<file path="config.mk">
export PLATFORM = sky130hd
export DESIGN_NAME = vga_image_loader_flat
export DESIGN_NICKNAME = d
export VERILOG_FILES = /design/src/rtl/vga_image_loader_if.sv /design/src/rtl/vga_image_loader.sv /design/src/flat_wrapper.sv
export SDC_FILE = /design/constraint.sdc
export NUM_CORES = 1
export LEC_CHECK = 0
export ABC_AREA = 1
export CAP_MARGIN = 15
export CORE_ASPECT_RATIO = 0.75
export CORE_MARGIN = 4
export CORE_UTILIZATION = 45
export CTS_CLUSTER_SIZE = 25
export DETAILED_ROUTE_END_ITERATION = 10
export PLACE_DENSITY = 0.67
export SYNTH_ARGS = -nofsm -noshare
export SYNTH_HDL_FRONTEND = slang
export SYNTH_SLANG_ARGS = --single-unit
</file>
<file path="constraint.sdc">
create_clock -name i_CLK -period 2.3 [get_ports i_CLK]
set_input_delay 0.69 -clock i_CLK [delete_from_list [all_inputs] [get_ports i_CLK]]
set_output_delay 0.69 -clock i_CLK [all_outputs]
set_load 0.05 [all_outputs]
</file>
<file path="src/rtl/vga_image_loader_if.sv">
// vga_image_loader_if: UART byte stream in, BlockRam write port and load status out
interface vga_image_loader_if #(
  parameter int ADDR_BUS_SIZE = 9,
  parameter int ELEMENT_SIZE  = 8
);
  logic                     rx_dv;
  logic [7:0]               rx_byte;
  logic                     write_en;
  logic [ADDR_BUS_SIZE-1:0] write_addr;
  logic [ELEMENT_SIZE-1:0]  write_data;
  logic                     busy;
  logic                     done;
  logic                     error;
  logic [7:0]               load_count;
  modport master (
    output rx_dv, rx_byte,
    input  write_en, write_addr, write_data, busy, done, error, load_count
  );
  modport slave (
    input  rx_dv, rx_byte,
    output write_en, write_addr, write_data, busy, done, error, load_count
  );
endinterface

</file>
<file path="src/rtl/vga_image_loader.sv">
// vga_image_loader: writes a sync-framed RGB332 byte stream into the sprite BlockRam in raster order.
// Define CHECKSUM_EN to require a trailing mod-256 sum byte before a load counts as done.
module vga_image_loader #(
  parameter int         NUM_ELEMENTS   = 400,
  parameter int         ADDR_BUS_SIZE  = 9,
  parameter int         ELEMENT_SIZE   = 8,
  parameter logic [7:0] SYNC_BYTE      = 8'hA5,
  parameter int         TIMEOUT_CYCLES = 2_500_000
) (
  input logic              i_CLK,
  input logic              i_RST_L,
  vga_image_loader_if.slave bus
);
  localparam int TW = $clog2(TIMEOUT_CYCLES);
`ifdef CHECKSUM_EN
  typedef enum logic [1:0] {IDLE, LOAD, CHECK} state_t;
`else
  typedef enum logic [1:0] {IDLE, LOAD} state_t;
`endif
  state_t                   state, state_nx;
  logic [ADDR_BUS_SIZE-1:0] pix, pix_nx, addr_nx;
  logic [TW-1:0]            tmo, tmo_nx;
  logic [ELEMENT_SIZE-1:0]  data_nx;
  logic [7:0]               cnt_nx;
  logic                     we_nx, done_nx, err_nx, tmo_hit, last;
`ifdef CHECKSUM_EN
  logic [7:0]               sum, sum_nx;
`endif
  assign tmo_hit = !bus.rx_dv && tmo == TW'(TIMEOUT_CYCLES - 1);
  assign last    = pix == ADDR_BUS_SIZE'(NUM_ELEMENTS - 1);
  always_comb begin
    state_nx = state;
    pix_nx   = pix;
    tmo_nx   = &tmo ? tmo : tmo + 1'b1;
    addr_nx  = bus.write_addr;
    data_nx  = bus.write_data;
    cnt_nx   = bus.load_count;
    we_nx    = 1'b0;
    done_nx  = 1'b0;
    err_nx   = 1'b0;
`ifdef CHECKSUM_EN
    sum_nx   = sum;
`endif
    case (state)
      IDLE: begin
        tmo_nx = '0;
        if (bus.rx_dv && bus.rx_byte == SYNC_BYTE) begin
          state_nx = LOAD;
          pix_nx   = '0;
`ifdef CHECKSUM_EN
          sum_nx   = '0;
`endif
        end
      end
      LOAD: begin
        if (bus.rx_dv) begin
          we_nx   = 1'b1;
          addr_nx = pix;
          data_nx = bus.rx_byte;
          pix_nx  = pix + 1'b1;
          tmo_nx  = '0;
`ifdef CHECKSUM_EN
          sum_nx  = sum + bus.rx_byte;
          if (last) state_nx = CHECK;
`else
          if (last) begin
            state_nx = IDLE;
            done_nx  = 1'b1;
            cnt_nx   = bus.load_count + 1'b1;
          end
`endif
        end else if (tmo_hit) begin
          state_nx = IDLE;
          err_nx   = 1'b1;
        end
      end
`ifdef CHECKSUM_EN
      CHECK: begin
        if (bus.rx_dv) begin
          state_nx = IDLE;
          done_nx  = bus.rx_byte == sum;
          err_nx   = bus.rx_byte != sum;
          cnt_nx   = bus.rx_byte == sum ? bus.load_count + 1'b1 : bus.load_count;
        end else if (tmo_hit) begin
          state_nx = IDLE;
          err_nx   = 1'b1;
        end
      end
`endif
      default: state_nx = IDLE;
    endcase
  end
  always_ff @(posedge i_CLK or negedge i_RST_L) begin
    if (!i_RST_L) begin
      state          <= IDLE;
      pix            <= '0;
      tmo            <= '0;
      bus.write_en   <= 1'b0;
      bus.write_addr <= '0;
      bus.write_data <= '0;
      bus.busy       <= 1'b0;
      bus.done       <= 1'b0;
      bus.error      <= 1'b0;
      bus.load_count <= '0;
    end else begin
      state          <= state_nx;
      pix            <= pix_nx;
      tmo            <= tmo_nx;
      bus.write_en   <= we_nx;
      bus.write_addr <= addr_nx;
      bus.write_data <= data_nx;
      bus.busy       <= state_nx != IDLE;
      bus.done       <= done_nx;
      bus.error      <= err_nx;
      bus.load_count <= cnt_nx;
    end
  end
`ifdef CHECKSUM_EN
  always_ff @(posedge i_CLK or negedge i_RST_L) begin
    if (!i_RST_L) sum <= '0;
    else sum <= sum_nx;
  end
`endif
endmodule

</file>
<file path="src/flat_wrapper.sv">
// flat-port wrapper written by rule: the top's interface ports become plain ports
module vga_image_loader_flat 
#(
  parameter int         NUM_ELEMENTS   = 400,
  parameter int         ADDR_BUS_SIZE  = 9,
  parameter int         ELEMENT_SIZE   = 8,
  parameter logic [7:0] SYNC_BYTE      = 8'hA5,
  parameter int         TIMEOUT_CYCLES = 2_500_000
)
  (i_CLK, i_RST_L, bus_rx_dv, bus_rx_byte, bus_write_en, bus_write_addr, bus_write_data, bus_busy, bus_done, bus_error, bus_load_count);
  vga_image_loader_if #(.ADDR_BUS_SIZE(ADDR_BUS_SIZE), .ELEMENT_SIZE(ELEMENT_SIZE)) bus_i ();
  input logic i_CLK;
  input logic i_RST_L;
  input wire logic [$bits(bus_i.rx_dv)-1:0] bus_rx_dv;
  input wire logic [$bits(bus_i.rx_byte)-1:0] bus_rx_byte;
  output wire logic [$bits(bus_i.write_en)-1:0] bus_write_en;
  output wire logic [$bits(bus_i.write_addr)-1:0] bus_write_addr;
  output wire logic [$bits(bus_i.write_data)-1:0] bus_write_data;
  output wire logic [$bits(bus_i.busy)-1:0] bus_busy;
  output wire logic [$bits(bus_i.done)-1:0] bus_done;
  output wire logic [$bits(bus_i.error)-1:0] bus_error;
  output wire logic [$bits(bus_i.load_count)-1:0] bus_load_count;
  assign bus_i.rx_dv = bus_rx_dv;
  assign bus_i.rx_byte = bus_rx_byte;
  assign bus_write_en = bus_i.write_en;
  assign bus_write_addr = bus_i.write_addr;
  assign bus_write_data = bus_i.write_data;
  assign bus_busy = bus_i.busy;
  assign bus_done = bus_i.done;
  assign bus_error = bus_i.error;
  assign bus_load_count = bus_i.load_count;
  vga_image_loader #(.NUM_ELEMENTS(NUM_ELEMENTS), .ADDR_BUS_SIZE(ADDR_BUS_SIZE), .ELEMENT_SIZE(ELEMENT_SIZE), .SYNC_BYTE(SYNC_BYTE), .TIMEOUT_CYCLES(TIMEOUT_CYCLES)) u_core (.i_CLK(i_CLK), .i_RST_L(i_RST_L), .bus(bus_i));
endmodule
</file>
; After elaboration in Yosys (flattened, before gate mapping)
; Cells that the tools add are included.
[classes]
reduce_logical = 10
n_eq_ne = 6
n_mux = 19
add_sub_neg = 3
[ops]
columns = operator, count
row1 = $mux 22, 2
row2 = $pmux 22 s2, 1
row3 = $add 22x1->22 const B, 1
row4 = $eq 22x22->1 const B, 1
row5 = $reduce_and 22->1, 1
row6 = $mux 9, 2
row7 = $pmux 9 s2, 1
row8 = $add 9x1->9 const B, 1
row9 = $eq 9x9->1 const B, 1
row10 = $add 8x1->8 const B, 1
row11 = $eq 8x8->1 const B, 1
row12 = $mux 1, 8
row13 = $mux 2, 4
row14 = $reduce_and 3->1, 2
row15 = $pmux 2 s2, 1
row16 = $reduce_bool 2->1, 2
row17 = $eq 2x1->1 const B, 1
row18 = $logic_and 1x1->1, 2
row19 = $logic_not 2->1, 1
row20 = $ne 2x1->1 const B, 1
row21 = $ne 2x2->1 const B, 1
row22 = $reduce_and 2->1, 1
row23 = $logic_not 1->1, 1
[totals]
input_bits = 11
output_inout_bits = 29
elab_cells = 48
regBits = 62

; Logic depth before layout (Yosys ltp)
[depth]
word_depth = 6
depth_mapped = 11
depth_no_buf = 11

; Worst setup path after synthesis
; OpenSTA, ideal clock, no wires.
[synth_path]
path_kind = in2reg
from = input bus_rx_dv
to = register u_core.tmo[14]
arrival_time_ns = 1.421
setup_time_ns = 0.119
cell_stages = 6
path_slack_ns = 0.760
path_cell_list = inv_1 > a21oi_2 > inv_2 > buf_2 > o211ai_1 > inv_2
[synth_via]
elab_chain_cells = 2
[synth_rtl]
columns = element, line_no
row1 = from (decl), flat_wrapper.sv:14  ; input wire logic [$bits(bus_i.rx_dv)-1:0] bus_rx_dv;
row2 = $mux 22, vga_image_loader.sv:56  ; if (bus.rx_dv) begin
row3 = $pmux 22 s2, vga_image_loader.sv:44  ; case (state)
row4 = net u_core.tmo_nx[14], vga_image_loader.sv:22  ; logic [TW-1:0] tmo, tmo_nx;
row5 = to (signal assigned), vga_image_loader.sv:108  ; tmo <= tmo_nx;
row6 = to (decl), vga_image_loader.sv:22
; The timed path passes the listed nets, and every way through them passes these cells.
; A chain may end at the register's enable or synchronous reset.

; Worst setup path after layout
[layout_path]
from = register u_core.bus.load_count[7]
to = output bus_load_count[7]
[layout_lines]
columns = element, line_no
row1 = from (decl), vga_image_loader_if.sv:21  ; output write_en, write_addr, write_data, busy, done, error, load_count
row2 = from (signal assigned), vga_image_loader.sv:115  ; bus.load_count <= cnt_nx;
row3 = to (decl), flat_wrapper.sv:22  ; output wire logic [$bits(bus_i.load_count)-1:0] bus_load_count;
; No word-level cell between the ends.

==> flow_metrics.py <==
metrics = {
    "synthesis": {
        "synthFlopType": "dfrtp_1",
        "yosysTopAreaCell": "dfrtp_1",
        "ys_seq_elements": 62,
        "synth_top_cell_area_share_pct": 49.8,
        "syn_area_per_cell_um2": 8.29,
        "ys_types": 32,
        "synthesis.area_mm2": 0.00312,
        "syn-num-nets": 390,
        "async_flop_share_pct": 100,
        "ys_warn_count": 0,
        "yosysMostFrequentCell": "nand2_1",
        "synth_area_leaders": "dfrtp_1 (50%), nand2_1 (10%), nor2_1 (5.5%), inv_1 (4.7%), o21ai_0 (4.3%)",
        "seq_area_frac_synth_pct": 49.8,
        "netlist_top_cells_count": "nand2_1 (87), dfrtp_1 (62), nor2_1 (46)",
        "synth_edf_count": 0,
        "synth_cells": 376,
    },
    "timing": {
        "worst_hold_slack_ns": 0.310,
        "clock_skew_ns": 0.00874,
        "max_freq_mhz": 449,
        "relSlewSlack_pct": 65.8,
        "worstMarginPinSlew_ns": 0.511,
        "finalHoldViolCount": 0,
        "post-route-min-period_ns": 2.23,
        "finalCritPeriodShare_pct": 96.9,
        "rsz0062_at_grt": "false",
        "setup_viol": 0,
        "setup-tns-final_ns": 0,
        "slew_violations": 0,
        "fin_ws_ns": 0.0722,
    },
    "floorplanning": {
        "pin_count": 40,
        "core-area_mm2": 0.00651,
        "die_area_mm2": 0.00834,
        "initial_core_util_pct": 47.9,
        "die_w_um": 104,
        "die_h_um": 80.1,
        "rows": 25,
    },
    "cells_and_area": {
        "fin_nets": 444,
        "area_growth_pct": 24.5,
        "nFillCells": 610,
        "num_antenna_cells": 0,
        "final_util_pct": 59.7,
        "drive_above_1_share_pct": 11.7,
    },
    "worst_setup_path": {
        "startpoint_type": "flop",
        "critPathSlowestCell": "clkdlybuf4s50_1",
        "crit_family": "buffers and inverters",
        "crit_type": "flop to output port",
        "critPathRequiredTime_ns": 1.61,
        "cp_cell_sequence": "clkdlybuf4s50_1",
        "r2r_slack_ns": 0.44,
        "cp.arrival_ns": 1.54,
        "cp-end-kind": "output port",
        "max_stage_delay_ns": 0.82,
        "cp_max_fo": 3,
        "critPathBufInv": 1,
    },
    "detailed_routing": {
        "drtIter0Drc": 143,
        "vias_per_cell": 5.05,
        "drt_first_pass_iters": 5,
        "wl_per_cell_um": 13.2,
        "postRouteAntennaNets": 0,
        "drc": 0,
        "vias": 2604,
        "routed_wl_um": 6810,
    },
    "grt": {
        "grt_pass1_wl_um": 12400,
        "track_usage_pct": 18.7,
        "grt_pass1_vias": 2643,
        "antenna_found_initial": 0,
        "overflow": 0,
        "grt_max_degree": 23,
    },
    "clock_tree": {
        "clkTransAtPathRegs_ns": 0.07,
        "hold_buffers": 0,
        "cts_buffers": 9,
        "tritoncts": "done",
        "cts_buffer_depth": 2,
        "insertion_delay_ns": 0.34,
        "cts_num_sinks": 62,
        "root_buffer": "clkbuf_8",
        "cts_setup_buffers": 0,
        "htreeDepth": 3,
    },
    "power": {
        "combPwrFrac_pct": 5.5,
        "ir_drop_uv": 367,
        "powerDensity_mw_per_mm2": 599,
        "power.switching_w": 0.000556,
        "clockPowerShare_pct": 46.0,
        "p_leak_nw": 1.84,
        "switching_share_pct": 23.9,
        "power_frac_seq_pct": 48.4,
        "intPower_w": 0.00177,
    },
    "placed_design": {
        "dpl.hpwl_um": 5030,
        "gp_congestion": 0.905,
        "dp_slack_ns": 0.0451,
        "numPortBuffers": 39,
    },
    "worst_hold_path": {
        "hp-class": "input port to asynchronous set/reset pin",
    },
    "flow_run": {
        "maxCapViolCount": 0,
    },
    "run_status": {
        "status": "complete, no violations",
    },
}
## flip-flops by register name, indices dropped and copies added (netlist names)
name and count:
u_core.bus.busy 1, u_core.bus.done 1, u_core.bus.error 1, u_core.bus.load_count 8
u_core.bus.write_addr 9, u_core.bus.write_data 8, u_core.bus.write_en 1, u_core.pix 9
u_core.state 2, u_core.tmo 22
## worst register-to-register path, delay by kind of cell, from the launching register on
family | cells | cell delay, ns
buf+inv | 2 | 0.14
flops | 1 | 0.43
simple gates | 8 | 0.91
fa+ha+maj | 1 | 0.31
## per-layer routing
layer	global-route usage [%]	routed length [um]	up-vias
met5	0	0	-
met4	6.64	91	0
met3	6.35	395	9
met2	27.2	2840	68
met1	26.1	3480	1205
li1	-	-	1322
## through the flow
step	power (W)	area [um2]	std cells
after floorplan	0.00120	3120	376
after global placement	0.00128	3660	500
after detailed placement	0.00128	3660	500
after CTS	0.00236	3870	516
after global routing	0.00243	3880	516
final	0.00232	3880	516
## path summary, 6_finish.rpt
| check | startpoint | end | cells after the start |
|---|---|---|---|
| max | u_core.bus.load_count[7] | bus_load_count[7] | 1 |
| min | i_RST_L | u_core.bus.write_data[5] | 1 |
| max reg2reg | u_core.tmo[0] | u_core.tmo[13] | 11 |
| min reg2reg | u_core.bus.write_addr[6] | u_core.bus.write_addr[6] | 2 |
| max in group asynchronous | i_RST_L | u_core.bus.write_addr[4] | 2 |
| min in group i_CLK | u_core.bus.write_addr[6] | u_core.bus.write_addr[6] | 2 |
## power groups by stage
stage	combinational, W	clock, W	sequential, W
6_report	0.000129	0.00107	0.00113
5_1_grt	0.000146	0.00115	0.00113
3_3_place_gp	0.000130	0	0.00115
4_1_cts	0.000132	0.00110	0.00112
2_1_floorplan	0.0000399	0	0.00116
3_5_place_dp	0.000132	0	0.00115
## cells by family after synthesis
group / share of synthesized area (%)
compound gates: 8.47
flops: 49.8
xor+xnor: 5.34
simple gates: 28.8
other cells: 0.120
buf+inv: 6.30
fa+ha+maj: 1.20
## layout make-up
class / count / area (um2) / share of cell area, %
clock inverters: 7 / 97.6 / 2.51
multi-input cells: 264 / 1370 / 35.3
flip-flops and latches: 62 / 1550 / 40.0
repair buffers: 48 / 468 / 12.1
inverters: 45 / 169 / 4.35
clock buffers: 9 / 124 / 3.19
well taps: 81 / 101 / 2.61
## cell usage in the layout, fill, tap and decap left out, drive strengths merged
cell type / count
o211ai: 1
nor4: 5
o21a: 2
buf: 10
dlymetal6s2s: 3
clkdlybuf4s50: 31
nor2: 53
xor2: 15
dfrtp: 62
xnor2: 4
nor3: 8
clkinv: 2
ha: 3
bufinv: 2
conb: 1
a2bb2oi: 1
inv: 46
clkbuf: 9
nand4: 13
o21ai: 29
clkinvlp: 2
a21oi: 11
nand3b: 1
nand3: 20
nand2: 93
dlygate4sd2: 4
a31oi: 4
## what timing repair did
action / 4_1_cts / 5_1_grt
hold endpoints to repair: 0 / 0
setup endpoints to repair: 4 / 3
gates resized for setup: 4 / 3
Note: power is estimated with default switching activity, not from simulation.
